[config.mk]
export PLATFORM = sky130hd
export DESIGN_NAME = voice_scheduler
export DESIGN_NICKNAME = d
export VERILOG_FILES = /design/src/rtl/voice_scheduler.sv
export SDC_FILE = /design/constraint.sdc
export NUM_CORES = 1
export LEC_CHECK = 0
export ABC_AREA = 1
export ABC_CLOCK_PERIOD_IN_PS = 5020
export CORE_ASPECT_RATIO = 1.1
export CORE_MARGIN = 1
export CORE_UTILIZATION = 58
export CTS_CLUSTER_DIAMETER = 60
export CTS_CLUSTER_SIZE = 28
export DETAILED_ROUTE_END_ITERATION = 12
export PLACE_DENSITY = 0.86
export SETUP_SLACK_MARGIN = 0.3
export SYNTH_ARGS = -nofsm -noshare
export SYNTH_HDL_FRONTEND = slang
export SYNTH_SLANG_ARGS = --single-unit
[constraint.sdc]
create_clock -name clk -period 5.02 [get_ports clk]
set_input_delay 0.753 -clock clk [delete_from_list [all_inputs] [get_ports clk]]
set_output_delay 0.753 -clock clk [all_outputs]
set_load 0.05 [all_outputs]
[src/rtl/voice_scheduler.sv]
// Shares one synchronous sine ROM among NUM_VOICES phase-accumulator voices and
// sums their offset-removed samples into one mixed sample per audio frame.
module voice_scheduler #(
    parameter int unsigned NUM_VOICES = 4,
    parameter int unsigned PHASE_W    = 16,
    parameter int unsigned ADDR_W     = 8,
    parameter int unsigned ROM_W      = 7,
    parameter int unsigned SAMPLE_W   = 16
) (
    input  logic                          clk,
    input  logic                          rst,
    input  logic                          frame_req,
    input  logic                          phase_clr,
    input  logic [NUM_VOICES-1:0]         voice_en,
    input  logic [NUM_VOICES*PHASE_W-1:0] voice_inc,
    output logic [ADDR_W-1:0]             rom_addr,
    input  logic [ROM_W-1:0]              rom_data,
    output logic [SAMPLE_W-1:0]           sample_out,
    output logic                          sample_valid,
    input  logic                          sample_ready,
    output logic                          busy,
    output logic                          overrun
);

    localparam int unsigned V_W      = (NUM_VOICES > 1) ? $clog2(NUM_VOICES) : 1;
    localparam int unsigned ACC_W    = ROM_W + $clog2(NUM_VOICES);
    localparam int unsigned SHIFT    = SAMPLE_W - ACC_W;
    localparam int unsigned MIDSCALE = 1 << (ROM_W - 1);

    localparam logic [1:0] IDLE   = 2'd0;
    localparam logic [1:0] FETCH  = 2'd1;
    localparam logic [1:0] ACCUM  = 2'd2;
    localparam logic [1:0] OUTPUT = 2'd3;

    logic [1:0]                state;
    logic [1:0]                next_state;
    logic [PHASE_W-1:0]        phase [NUM_VOICES];
    logic [V_W-1:0]            v;
    logic [V_W-1:0]            next_v;
    logic signed [ACC_W-1:0]   acc;
    logic signed [ACC_W-1:0]   rom_off;
    logic signed [ACC_W-1:0]   acc_sum;
    logic signed [SAMPLE_W-1:0] acc_ext;
    logic [PHASE_W-1:0]        inc_sel;
    logic                      start;
    logic                      drop;
    logic                      handshake;
    logic                      last_voice;
    logic                      clr_now;

    // Datapath helpers: current voice's increment and signed ROM contribution
    always_comb begin
        next_v     = v + V_W'(1);
        last_voice = (v == V_W'(NUM_VOICES - 1));
        inc_sel    = voice_inc[int'(v)*PHASE_W +: PHASE_W];
        rom_off    = $signed(ACC_W'(rom_data)) - $signed(ACC_W'(MIDSCALE));
        acc_sum    = acc + rom_off;
        acc_ext    = SAMPLE_W'(acc);
        clr_now    = (state == IDLE) && phase_clr;
    end

    always_ff @(posedge clk or negedge rst) begin
        if (!rst) state <= IDLE;
        else      state <= next_state;
    end

    // Next state; frame requests are accepted only in IDLE or on a handshake
    always_comb begin
        next_state = state;
        start      = 1'b0;
        drop       = 1'b0;
        handshake  = 1'b0;
        case (state)
            IDLE: begin
                if (frame_req) begin
                    start      = 1'b1;
                    next_state = FETCH;
                end
            end
            FETCH: begin
                drop       = frame_req;
                next_state = ACCUM;
            end
            ACCUM: begin
                drop       = frame_req;
                next_state = last_voice ? OUTPUT : FETCH;
            end
            OUTPUT: begin
                if (sample_valid && sample_ready) begin
                    handshake = 1'b1;
                    if (frame_req) begin
                        start      = 1'b1;
                        next_state = FETCH;
                    end else begin
                        next_state = IDLE;
                    end
                end else begin
                    drop = frame_req;
                end
            end
            default: next_state = IDLE;
        endcase
    end

    always_ff @(posedge clk or negedge rst) begin
        if (!rst) begin
            for (int i = 0; i < int'(NUM_VOICES); i++) phase[i] <= '0;
            v            <= '0;
            acc          <= '0;
            rom_addr     <= '0;
            sample_out   <= '0;
            sample_valid <= 1'b0;
            busy         <= 1'b0;
            overrun      <= 1'b0;
        end else begin
            overrun <= drop;
            busy    <= (next_state != IDLE);
            if (clr_now) begin
                for (int i = 0; i < int'(NUM_VOICES); i++) phase[i] <= '0;
            end
            // A same-cycle clear wins over the stored phase for the first fetch
            if (start) begin
                acc      <= '0;
                v        <= '0;
                rom_addr <= clr_now ? '0 : phase[0][PHASE_W-1 -: ADDR_W];
            end
            if (state == ACCUM) begin
                if (voice_en[v]) begin
                    acc      <= acc_sum;
                    phase[v] <= phase[v] + inc_sel;
                end
                if (!last_voice) begin
                    v        <= next_v;
                    rom_addr <= phase[next_v][PHASE_W-1 -: ADDR_W];
                end
            end
            // First OUTPUT cycle publishes the finished accumulator, MSB-aligned
            if (state == OUTPUT && !sample_valid) begin
                sample_out   <= acc_ext <<< SHIFT;
                sample_valid <= 1'b1;
            end
            if (handshake) sample_valid <= 1'b0;
        end
    end

endmodule

==> impl_metrics.toml <==
[status]
status = "completed"

[cts]
cts_tree = "done"
clock_latency_ns = 0.35
clk_path_buf_depth = 2
clk_pin_slew_ns = 0.07
cts-root-buf = "clkbuf_16"
cts_max_level = 3
numCtsBuffers = 9
cts_sinks = 97
cts_resized = 0
post-cts-setup-buffers = 0
cts_hold_buf = 0

[route]
avgRoutedWirePerCell_um = 15.5
drtIter0Drc = 737
viasPerCell = 5.79
dr.pass1.iters = 6
drcViolationCount = 0
wl_mm = 17.8
vias = 6652
drtAntennaViolNets = 0

[logic_synthesis]
yosysWarnings = 0
synth-seq-cells = 97
synthCells = 925
async_flop_share_pct = 100
synth_ff_type = "dfrtp_1"
ys_types = 42
synth.avg_cell_area_um2 = 7.09
netlist_area_um2 = 6560
yosysSeqAreaShare_pct = 37.0
synth_edf_count = 0

[setup_path]
rrSetupSlack_ns = 1.83
slowest_delay_ns = 0.65
slowest_stage = "inv_2"
worstPathMaxFanout = 56
required_ns = 5.25
cp_cell_sequence = "inv_2 > buf_4 > o21ai_0 > o22ai_1 > ha_1 > nand2_1 > nor2_1 > a21oi_1 > nand2_1 > nand2_1 > nand2_1 > nand2_1 > nand2_1"
cp-start-kind = "register"
path_class = "reg2reg"
cp_data_arrival_time_ns = 3.42
crit_top_cell = "nand2_1"
endpoint_kind = "register"

[final_layout]
layoutNonFillerInstCount = 1148
final_nets = 1110
drive_gt1_share_pct = 4.80
diodes = 0
fill_cells = 925
syn2layout_area_growth_pct = 19.1

[placed_design]
place_congestion = 0.992
place_hpwl_mm = 11.8
io_buffer_count = 99
place_inst = 1133

[timing]
period_minus_slack_ns = 3.19
fin_setup_tns_ns = 0
worst_pin_slew_ns = 0.903
rsz0062_at_grt = "false"
setup_viol = 0
finalMaxSlewViolations = 0
finalCritPeriodShare_pct = 63.5
finClkSkew_ns = 0.00950
fmax_ghz = 0.314
hold_viol = 0
slew_headroom_pct = 39.7

[floorplanning]
rows = 40
coreArea_um2 = 11000
die_w_um = 103
dieHeight_um = 114
start_util_pct = 59.8
die_area_um2 = 11700
io_pins = 107

[grt]
grt_pass1_wl_mm = 29.4
antenna_found_initial = 0
grt_use_total_pct = 32.3
gr-total-overflow = 0
grt_max_degree = 86
grt_pass1_vias = 6379

[job]
max_cap_viol_count = 0

[pwr]
power_density_nw_per_um2 = 720
leakage_nw = 3.95
peakVddDrop_uv = 351

[min_path]
hp-class = "in2async"
area by class of cell:
cell class	instances	area, um2	area share [%]
clock buffers	12	256	3.28
clock inverters	3	17.5	0.224
inverters	88	337	4.31
multi-input cells	696	3550	45.5
flip-flops and latches	97	2430	31.1
well taps	147	184	2.36
repair buffers	105	1030	13.2
layout by cell type, fill, tap and decap left out, drive strengths merged, types with 4 or more instances in the layout:
master / count
or2: 4
nor2: 93
clkbuf: 12
ha: 31
nand2: 236
inv: 85
nand3b: 4
clkdlybuf4s50: 98
a21oi: 27
o22ai: 29
dfrtp: 97
mux2: 6
o21ai: 104
buf: 7
conb: 7
o31ai: 4
nand3: 124
clkinv: 5
worst paths after layout:
path                            cells past startpoint                 startpoint                        end
worst max-delay path                               13             v[0]$_DFF_PN0_        phase[63]$_DFF_PN0_
worst min-delay path                                1                        rst         state[0]$_DFF_PN0_
worst max register to register                     13             v[0]$_DFF_PN0_        phase[63]$_DFF_PN0_
worst min register to register                      2  sample_out[8]$_DFFE_PN0P_  sample_out[8]$_DFFE_PN0P_
max in group asynchronous                           2                        rst             v[0]$_DFF_PN0_
min in group clk                                    2  sample_out[8]$_DFFE_PN0P_  sample_out[8]$_DFFE_PN0P_
cells by family (layout without fill, tap and decap cells):
logic type	Yosys count	in the layout	synth area share, %
xor+xnor	6	6	0.801
simple gates	469	469	30.8
compound gates	175	175	14.7
flops	97	97	37.0
other cells	1	7	0.0572
buf+inv	138	208	9.16
mux	6	6	1.03
fa+ha+maj	33	33	6.52
layer usage:
layer  wire length, um  track usage, %
met5                 0               0
met4               516            15.4
met2              8600            52.9
met3              1490            4.11
met1              7240            42.1
sequential cells by signal (all words and copies together), names as in the netlist, 2 cells and up:
name,flops
v,2
sample_out,9
rom_addr,8
phase,64
state,2
acc,9
synthesized netlist by cell type, types with 3 or more instances:
cell	number	area, um2
buf_6	5	56.3
o21ai_0	102	510
buf_2	10	50.1
mux2_2	6	67.6
buf_4	7	52.6
clkinv_2	3	15.0
buf_1	6	22.5
o31ai_1	4	30.0
nand3b_1	4	30.0
o22ai_1	29	181
nor2_1	91	342
nand2_4	4	45.0
ha_1	31	388
xnor2_1	3	26.3
inv_1	82	308
nor3_1	3	15.0
dfrtp_1	97	2430
a21oi_1	25	125
nand2_1	231	867
nand3_1	123	616
xor2_1	3	26.3
or2_2	4	25.0
clkbuf_1	22	82.6
nand4_1	3	18.8
per-stage QoR:
step	setup WS (ns)	utilization, %	area [um2]	power, mW	hold WS, ns
2_1_floorplan	2.49	-	6580	4.01	0.457
4_1_cts	1.92	71.3	7810	5.57	0.437
6_report	1.83	71.3	7810	5.62	0.421
3_5_place_dp	1.92	68.8	7540	4.89	0.472
3_3_place_gp	2.00	68.8	7540	4.81	0.465
5_1_grt	1.56	71.3	7810	6.10	0.467
power breakdown:
| group | leakage [nW] | switching (mW) | internal [mW] |
|---|---|---|---|
| registers | 1.29 | 0.198 | 1.09 |
| logic | 2.53 | 2.47 | 1.21 |
| clock network | 0.134 | 0.295 | 0.359 |
critical path: cells and delay by family (launching register included):
| kind | cells | cell delay (ns) |
|---|---|---|
| buf+inv | 2 | 1.04 |
| compound gates | 3 | 0.68 |
| simple gates | 7 | 0.59 |
| flops | 1 | 0.41 |
| fa+ha+maj | 1 | 0.34 |
No activity file was read; power rests on OpenSTA's default activity.
